## src/rtl/serial_frame_tx.sv

```systemverilog
// serial_frame_tx: frames a parallel word for the 1001 pattern-detector line.
// Each frame on w is preamble 1,0,0,1, then DATA_W payload bits MSB first,
// then GAP_LEN zeros so the downstream detector settles back to idle.
module serial_frame_tx #(
   parameter int DATA_W  = 8,
   parameter int GAP_LEN = 3
) (
   input  logic              clock,
   input  logic              Reset,
   input  logic [DATA_W-1:0] in_data,
   input  logic              in_valid,
   output logic              in_ready,
   output logic              w,
   output logic              sop,
   output logic              busy
);

   // The counter is sized for the longest phase, which is at least the 4-bit preamble.
   localparam int MAX_DG   = (DATA_W > GAP_LEN) ? DATA_W : GAP_LEN;
   localparam int CNT_SPAN = (MAX_DG > 4) ? MAX_DG : 4;
   localparam int CW       = $clog2(CNT_SPAN);

   localparam logic [CW-1:0] PRE_LAST  = CW'(3);
   localparam logic [CW-1:0] PRE_BIT2  = CW'(2);
   localparam logic [CW-1:0] DATA_LAST = CW'(DATA_W - 1);
   localparam logic [CW-1:0] GAP_LAST  = CW'(GAP_LEN - 1);
   localparam logic [CW-1:0] CNT_ONE   = CW'(1);

   typedef enum logic [1:0] {
      IDLE = 2'd0,
      PRE  = 2'd1,
      DATA = 2'd2,
      GAP  = 2'd3
   } state_t;

   state_t            state_reg, state_next;
   logic [CW-1:0]     cnt_reg, cnt_next;
   logic [DATA_W-1:0] shift_reg, shift_next;
   logic              w_reg, w_next;
   logic              sop_reg, sop_next;
   logic              busy_reg, busy_next;

   // State, counter, payload shifter and registered line outputs.
   always_ff @(posedge clock or negedge Reset) begin
      if (!Reset) begin
         state_reg <= IDLE;
         cnt_reg   <= '0;
         shift_reg <= '0;
         w_reg     <= 1'b0;
         sop_reg   <= 1'b0;
         busy_reg  <= 1'b0;
      end else begin
         state_reg <= state_next;
         cnt_reg   <= cnt_next;
         shift_reg <= shift_next;
         w_reg     <= w_next;
         sop_reg   <= sop_next;
         busy_reg  <= busy_next;
      end
   end

   // Next-state logic; w_next is the bit the line carries in the following cycle.
   always_comb begin
      state_next = state_reg;
      cnt_next   = cnt_reg;
      shift_next = shift_reg;
      w_next     = 1'b0;
      sop_next   = 1'b0;

      case (state_reg)
         IDLE: begin
            if (in_valid) begin
               shift_next = in_data;
               cnt_next   = '0;
               state_next = PRE;
               w_next     = 1'b1;          // preamble bit 0
            end
         end
         PRE: begin
            if (cnt_reg == PRE_LAST) begin
               state_next = DATA;
               cnt_next   = '0;
               w_next     = shift_reg[DATA_W-1];
               shift_next = shift_reg << 1;
            end else begin
               cnt_next = cnt_reg + CNT_ONE;
               // Preamble bits 1 and 2 are zero; bit 3 is one and is the sop cycle.
               w_next   = (cnt_reg == PRE_BIT2);
               sop_next = (cnt_reg == PRE_BIT2);
            end
         end
         DATA: begin
            if (cnt_reg == DATA_LAST) begin
               state_next = GAP;
               cnt_next   = '0;
            end else begin
               cnt_next   = cnt_reg + CNT_ONE;
               w_next     = shift_reg[DATA_W-1];
               shift_next = shift_reg << 1;
            end
         end
         GAP: begin
            if (cnt_reg == GAP_LAST) begin
               state_next = IDLE;
               cnt_next   = '0;
            end else begin
               cnt_next = cnt_reg + CNT_ONE;
            end
         end
         default: begin
            state_next = IDLE;
            cnt_next   = '0;
            shift_next = '0;
         end
      endcase

      busy_next = (state_next != IDLE);
   end

   assign in_ready = (state_reg == IDLE);
   assign w        = w_reg;
   assign sop      = sop_reg;
   assign busy     = busy_reg;

endmodule

```

## config.mk

```make
export PLATFORM = sky130hd
export DESIGN_NAME = serial_frame_tx
export DESIGN_NICKNAME = d
export VERILOG_FILES = /design/src/rtl/serial_frame_tx.sv
export SDC_FILE = /design/constraint.sdc
export NUM_CORES = 1
export LEC_CHECK = 0
export CORE_ASPECT_RATIO = 0.8
export CORE_MARGIN = 5
export CORE_UTILIZATION = 47
export CTS_CLUSTER_SIZE = 24
export DETAILED_ROUTE_END_ITERATION = 8
export HOLD_SLACK_MARGIN = 0.15
export PLACE_DENSITY = 0.74
export SETUP_SLACK_MARGIN = 0.15
export SLEW_MARGIN = 20
export SYNTH_ARGS = -nofsm -noshare
export SYNTH_HDL_FRONTEND = slang
export SYNTH_SLANG_ARGS = --single-unit
```

## constraint.sdc

```tcl
create_clock -name clock -period 1.77 [get_ports clock]
set_input_delay 0.354 -clock clock [delete_from_list [all_inputs] [get_ports clock]]
set_output_delay 0.354 -clock clock [all_outputs]
set_load 0.01 [all_outputs]
```

==> metrics.md, run 1 <==
| Metric | Value |
|---|---|
| Slowest-stage cell, CP | dfrtp_2 |
| Clock skew | 6.47 ps |
| Most used cell, CP | ha_4 |
| Clock Sinks | 16 |
| Row cnt | 14 |
| Port buffer count | 14 |
| Worst setup margin | 77.6 ps |
| Max cap viols | 0 |
| Ys Warns | 0 |
| Hold crit path type | in2async |
| Final Hold Viols | 0 |
| DRC viols | 0 |
| Clk pin slew, worst setup/hold paths | 100 ps |
| Leading area contributor after synthesis | dfrtp_1 |
| Die Area | 3100 µm² |
| DRT Wirelength | 2500 µm |
| Seq/Total Area, Yosys | 40.9% |
| Critical path fanouts, max | 8 |
| Status | completed |
| Skew-Pair Late Insertion Delay | 290 ps |
| Syn Inst Count | 96 |
| Fin cells | 147 |
| Worst Setup End Kind | register |
| Setup crit start kind | register |
| Ant. Diodes | 0 |
| Initial antenna violation count | 0 |
| Power Density | 1630 nW/µm² |
| Layout cell share with drive strength beyond 1 | 38.2% |
| CP max stage delay | 460 ps |
| Synthesized cell area | 978 µm² |
| Synthesis-stage register bit count | 16 |
| Setup TNS | 0 ps |
| Rel. slew slack | 79.1% |
| Die X | 61.0 µm |
| Top cells by area, synth | dfrtp_1, ha_1, mux2i_1 |
| CTS H-tree depth | 1 |
| Critical Path RT | 2000 ps |
| Final setup vio count | 0 |
| Min Tclk post-route | 1690 ps |
| Count leader, synth | dfrtp_1 |
| R2R Path End | shift_reg[1] |
| Peak VDD IR | 1.41 mV |
| CTS Hold Bufs | 0 |
| Share of the synthesized area in the top cell type | 40.9% |
| Kind of critical path | reg2reg |
| Via-per-instance ratio | 5.46 |
| Critical-path cell list | ha_4 > ha_4 > a2111oi_4 > buf_4 > clkbuf_16 > nor2_4 > a21oi_2 |
| Ratio of final minimum period to clock period | 95.6% |
| Worst slew pin tran | 313 ps |
| TritonCTS buffer count | 3 |
| Unrepaired setup endpoints after global routing | true |
| Total GRT Usage | 15.0% |
| Placed Cells | 135 |
| I/O Pins | 15 |
| Bufs on Longest Clock Path | 2 |
| Fmax | 0.591 GHz |
| First-pass DRT Iterations | 4 |
| Mapped Nets | 118 |
| Iteration-0 DRC count of the detailed router | 27 |
| Core region area | 1930 µm² |
| Critical R2R Launch | cnt_reg[1] |
| Setup slack, reg-to-reg | 80 ps |
| DPL Wire Length | 1570 µm |
| Layout net count | 146 |
| First-pass GRT wire length | 3440 µm |
| Dpl ws | 110 ps |
| Distinct cells, synth | 30 |
| Area delta synth->final | 41.7% |
| Average wire per standard cell | 17.0 µm |
| Vias | 802 |
| Max FFs per register | 8 |
| Pleak | 0.587 nW |
| Worst Hold Margin | 367 ps |
| Vias in the first global route | 728 |
| CTS tree | built |
| Most instantiated cells after synthesis | dfrtp_1, nor2_1, ha_1 |
| GR Overflow Total | 0 |
| Initial Util | 50.8% |
| Final Max Slew Viols | 0 |
| Die H | 50.8 µm |
| Clk root buf | clkbuf_4 |
| Top_reg_cell synth | dfrtp_1 |
| WP data arrival | 1920 ps |
| R2R depth | 7 |
| Remaining antenna violation count after routing | 0 |
| Post-synth ARST share | 100% |
| Post-synth EDFFs | 0 |
| GPL Wtd Cong | 0.804 |
| Largest net degree at the start of global routing | 17 |
| Syn avg cell area | 10.2 µm² |
worst max-delay path, delay by kind of cell (launching register included):
kind                     cells  cell delay (ps)
buffers and inverters        2              350
adder cells (fa/ha/maj)      2              360
AO/OA/AOI/OAI                2              410
AND/OR/NAND/NOR              1               40
flip-flops                   1              460
stage by stage:
stage | cell area (µm²) | power, mW | utilization, %
floorplan | 1030 | 1.37 | -
global placement | 1210 | 1.65 | 62.9
detailed placement | 1210 | 1.68 | 62.9
CTS | 1260 | 1.95 | 65.6
global route | 1390 | 2.43 | 71.9
finish | 1390 | 2.26 | 71.9
power by group:
part           internal (mW)  switching [mW]  total [mW]
combinational          0.690           0.667        1.36
clock                  0.125           0.122       0.247
sequential             0.526           0.132       0.658
how the worst max path moves through the flow:
stage	slack, ps	end	startpoint
floorplan	130	shift_reg[1]	cnt_reg[0]
global placement	130	in_ready	state_reg[1]
detailed placement	110	shift_reg[4]	state_reg[1]
CTS	120	shift_reg[4]	cnt_reg[1]
global route	-10	shift_reg[0]	state_reg[1]
finish	80	shift_reg[1]	cnt_reg[1]
per-layer routing:
layer | vias up | share of wire, % | routed length (µm) | GRT usage, %
met3 | 2 | 7.3 | 183 | 6.80
li1 | 388 | - | - | -
met2 | 25 | 49 | 1220 | 22.6
met4 | 0 | 0.32 | 8 | 2.53
met5 | - | 0 | 0 | 0
met1 | 387 | 44 | 1090 | 20.2
kinds of logic after synthesis:
group,Yosys count,synth area share (%)
AO/OA/AOI/OAI,23,18.3
adder cells (fa/ha/maj),11,14.1
buffers and inverters,12,6.14
flip-flops,16,40.9
multiplexers,8,8.31
AND/OR/NAND/NOR,26,12.3
placed cells by master, fill, tap and decap left out, drive strengths merged:
| master | count |
|---|---|
| o21ai | 2 |
| o22a | 1 |
| and3 | 2 |
| a2bb2oi | 1 |
| a221oi | 1 |
| nor2 | 12 |
| a21oi | 9 |
| buf | 11 |
| a211oi | 1 |
| clkdlybuf4s50 | 13 |
| a22o | 1 |
| o2bb2ai | 1 |
| o31ai | 1 |
| dfrtp | 16 |
| a22oi | 1 |
| nand3b | 1 |
| nand2b | 2 |
| a211o | 1 |
| a31oi | 1 |
| a2111oi | 1 |
| o211ai | 1 |
| mux2 | 1 |
| nor2b | 3 |
| ha | 11 |
| nand2 | 5 |
| clkbuf | 6 |
| nor3 | 1 |
| mux2i | 7 |
| inv | 9 |
cell type report:
class,instances,area (µm²)
repair buffers,26,255
clock buffers,4,36.3
well taps,24,30.0
flip-flops and latches,16,404
inverters,9,33.8
multi-input cells,68,627
fillers,133,541
timing repair:
action | 4_1_cts | 5_1_grt
endpoints found under the setup margin | 12 | 11
endpoints found under the hold margin | 0 | 0
pin swaps | 0 | 5
gates cloned | 0 | 1
gates resized for setup | 7 | 17
setup buffers | 1 | 6
(Power assumes the default switching activity.)
==> inputs of run 2 (changes only) <==
--- a/config.mk
+++ b/config.mk
@@ -8,10 +8,10 @@
 export CORE_ASPECT_RATIO = 0.8
 export CORE_MARGIN = 5
 export CORE_UTILIZATION = 47
-export CTS_CLUSTER_SIZE = 24
+export CTS_CLUSTER_SIZE = 28
 export DETAILED_ROUTE_END_ITERATION = 8
 export HOLD_SLACK_MARGIN = 0.15
-export PLACE_DENSITY = 0.74
+export PLACE_DENSITY = 0.78
 export SETUP_SLACK_MARGIN = 0.15
 export SLEW_MARGIN = 20
 export SYNTH_ARGS = -nofsm -noshare
==> constraint.sdc (replaced) <==
create_clock -name clock -period 1.53 [get_ports clock]
set_input_delay 0.306 -clock clock [delete_from_list [all_inputs] [get_ports clock]]
set_output_delay 0.306 -clock clock [all_outputs]
set_load 0.01 [all_outputs]
==> metrics.md, run 2 (same netlist as run 1, synthesis figures left out) <==
| Metric | Value |
|---|---|
| Status | finished, violations left (was completed) |
| Failing checks | negative setup slack |
| DP Area | 1330 µm² (was 1210 µm²) |
| DRT Wirelength | 2980 µm (was 2500 µm) |
| Post-Layout Inst Area | 1650 µm² (was 1390 µm²) |
| I/O Pins | 15 (unchanged) |
| CTS H-tree depth | 1 (unchanged) |
| Area delta synth->final | 68.8% (was 41.7%) |
| Skew-Pair Late Insertion Delay | 300 ps (was 290 ps) |
| Pleak | 0.726 nW (was 0.587 nW) |
| Core region area | 1930 µm² (unchanged) |
| Via-per-instance ratio | 5.34 (was 5.46) |
| Worst Setup End Kind | register (unchanged) |
| Clk root buf | clkbuf_4 (unchanged) |
| Setup crit start kind | register (unchanged) |
| Die Area | 3100 µm² (unchanged) |
| Clk pin slew, worst setup/hold paths | 100 ps (about the same) |
| Peak VDD IR | 1.34 mV (was 1.41 mV) |
| Fmax | 0.601 GHz (was 0.591 GHz) |
| Worst Hold Margin | 312 ps (was 367 ps) |
| GPL Wtd Cong | 0.829 (was 0.804) |
| Final Max Slew Viols | 0 (unchanged) |
| Reg power frac | 25.0% (was 29.1%) |
| Layout cell share with drive strength beyond 1 | 50.7% (was 38.2%) |
| Row cnt | 14 (unchanged) |
| Final setup vio count | 12 (was 0) |
| Max FFs per register | 8 (unchanged) |
| Worst slew pin tran | 270 ps (was 313 ps) |
| Port buffer count | 14 (unchanged) |
| Cell internal pwr | 1.72 mW (was 1.34 mW) |
| Dpl ws | -107 ps (was 110 ps) |
| First-pass DRT Iterations | 4 (unchanged) |
| Register area | 400 µm² (was 404 µm²) |
| Vias in the first global route | 995 (was 728) |
| Area of the multi-input gates | 723 µm² (was 627 µm²) |
| Clk pwr share | 10.0% (was 10.9%) |
| Die X | 61.0 µm (unchanged) |
| Min Tclk post-route | 1670 ps (was 1690 ps) |
| Critical Path RT | 1750 ps (was 2000 ps) |
| TritonCTS buffer count | 3 (unchanged) |
| Iteration-0 DRC count of the detailed router | 17 (was 27) |
| GR Overflow Total | 0 (unchanged) |
| Kind of critical path | reg2reg (unchanged) |
| Initial Util | 50.8% (unchanged) |
| CTS tree | built (unchanged) |
| Most frequent cells in the layout | buf_4, dfrtp_1, clkdlybuf4s50_1 (was dfrtp_1, clkdlybuf4s50_1, buf_4) |
| Initial antenna violation count | 0 (unchanged) |
| Clock Sinks | 16 (unchanged) |
| Ant. Diodes | 0 (unchanged) |
| Switch share | 40.7% (about the same) |
| Remaining antenna violation count after routing | 0 (unchanged) |
| Power Density | 1760 nW/µm² (was 1630 nW/µm²) |
| CTS Hold Bufs | 0 (unchanged) |
| Die H | 50.8 µm (unchanged) |
| Vias | 897 (was 802) |
| Fill cells | 83 (was 133) |
| Ratio of final minimum period to clock period | 109% (was 95.6%) |
| Bufs on Longest Clock Path | 2 (unchanged) |
| DRC viols | 0 (unchanged) |
| Rel. slew slack | 82.0% (was 79.1%) |
| Average wire per standard cell | 17.8 µm (was 17.0 µm) |
| Critical path fanouts, max | 8 (unchanged) |
| Setup TNS | -986 ps (was 0 ps) |
| Critical R2R Launch | cnt_reg[0] (was cnt_reg[1]) |
| Combinational fraction of design power | 65.0% (was 60.0%) |
| Worst setup margin | -135 ps (was 77.6 ps) |
| Hold crit path type | in2async (unchanged) |
| DPL Wire Length | 1820 µm (was 1570 µm) |
| Total GRT Usage | 20.7% (was 15.0%) |
| Crit. Startpoint | cnt_reg[0] (was cnt_reg[1]) |
| Layout net count | 167 (was 146) |
| Max cap viols | 0 (unchanged) |
| Clock skew | 7.50 ps (was 6.47 ps) |
| Commonest non-fill, non-tap cell in the layout | buf_4 |
| Final Hold Viols | 0 (unchanged) |
| Unrepaired setup endpoints after global routing | true (unchanged) |
| Largest net degree at the start of global routing | 17 (unchanged) |
| Switching pwr | 1.18 mW (was 0.921 mW) |
| WP data arrival | 1880 ps (was 1920 ps) |
| First-pass GRT wire length | 4660 µm (was 3440 µm) |
==> run 2: worst max-delay path, stage by stage, from the launching register on <==
cell and delay (ps):
dfrtp_1 440, ha_4 200, ha_4 160, a2111oi_4 350, buf_4 210, nor2_1 50, a21oi_1 170
==> run 2: through the flow <==
stage,power [mW],instances,util (%)
after floorplan,1.58,96,-
after global placement,2.02,152,68.9
after detailed placement,2.10,152,68.9
after CTS,2.67,163,79.5
after global routing,3.12,168,85.7
final,2.91,168,85.7
==> run 2: routing by layer <==
layer	wire length (µm)	part of all wire (%)	GRT usage (%)
met2	1470	49	34.9
met3	182	6.1	6.80
met1	1240	42	24.3
met4	89	3.0	7.94
met5	0	0	0
==> run 2: cell type report <==
class	count	share of cell area [%]
tap	24	1.82
clock buffer	4	2.20
timing repair buffer	47	25.9
sequential	16	24.2
inverter	9	2.05
multi-input combinational	68	43.8
==> run 2: path summary, 6_finish.rpt <==
| path | cells past startpoint | slack (ps) | end |
|---|---|---|---|
| worst max-delay path | 6 | -140 | shift_reg[6] |
| worst min-delay path | 2 | 310 | cnt_reg[0] |
| worst max register to register | 6 | -140 | shift_reg[6] |
| worst min register to register | 2 | 540 | shift_reg[0] |
| max in group asynchronous | 2 | 1030 | cnt_reg[1] |
| min in group clock | 2 | 540 | shift_reg[0] |
==> run 2: power groups by stage <==
stage	combinational [mW]	clock, mW	sequential, mW
after floorplan	0.853	0	0.730
after global placement	1.31	0	0.715
after detailed placement	1.37	0	0.731
after CTS	1.66	0.300	0.717
after global routing	2.04	0.328	0.750
final	1.89	0.291	0.727
==> run 2: timing repair <==
item / in CTS / in global routing
pin swaps: 18 / 6
resized for setup: 34 / 15
endpoints found under the setup margin: 20 / 17
setup buffers: 7 / 5
cloned: 0 / 0
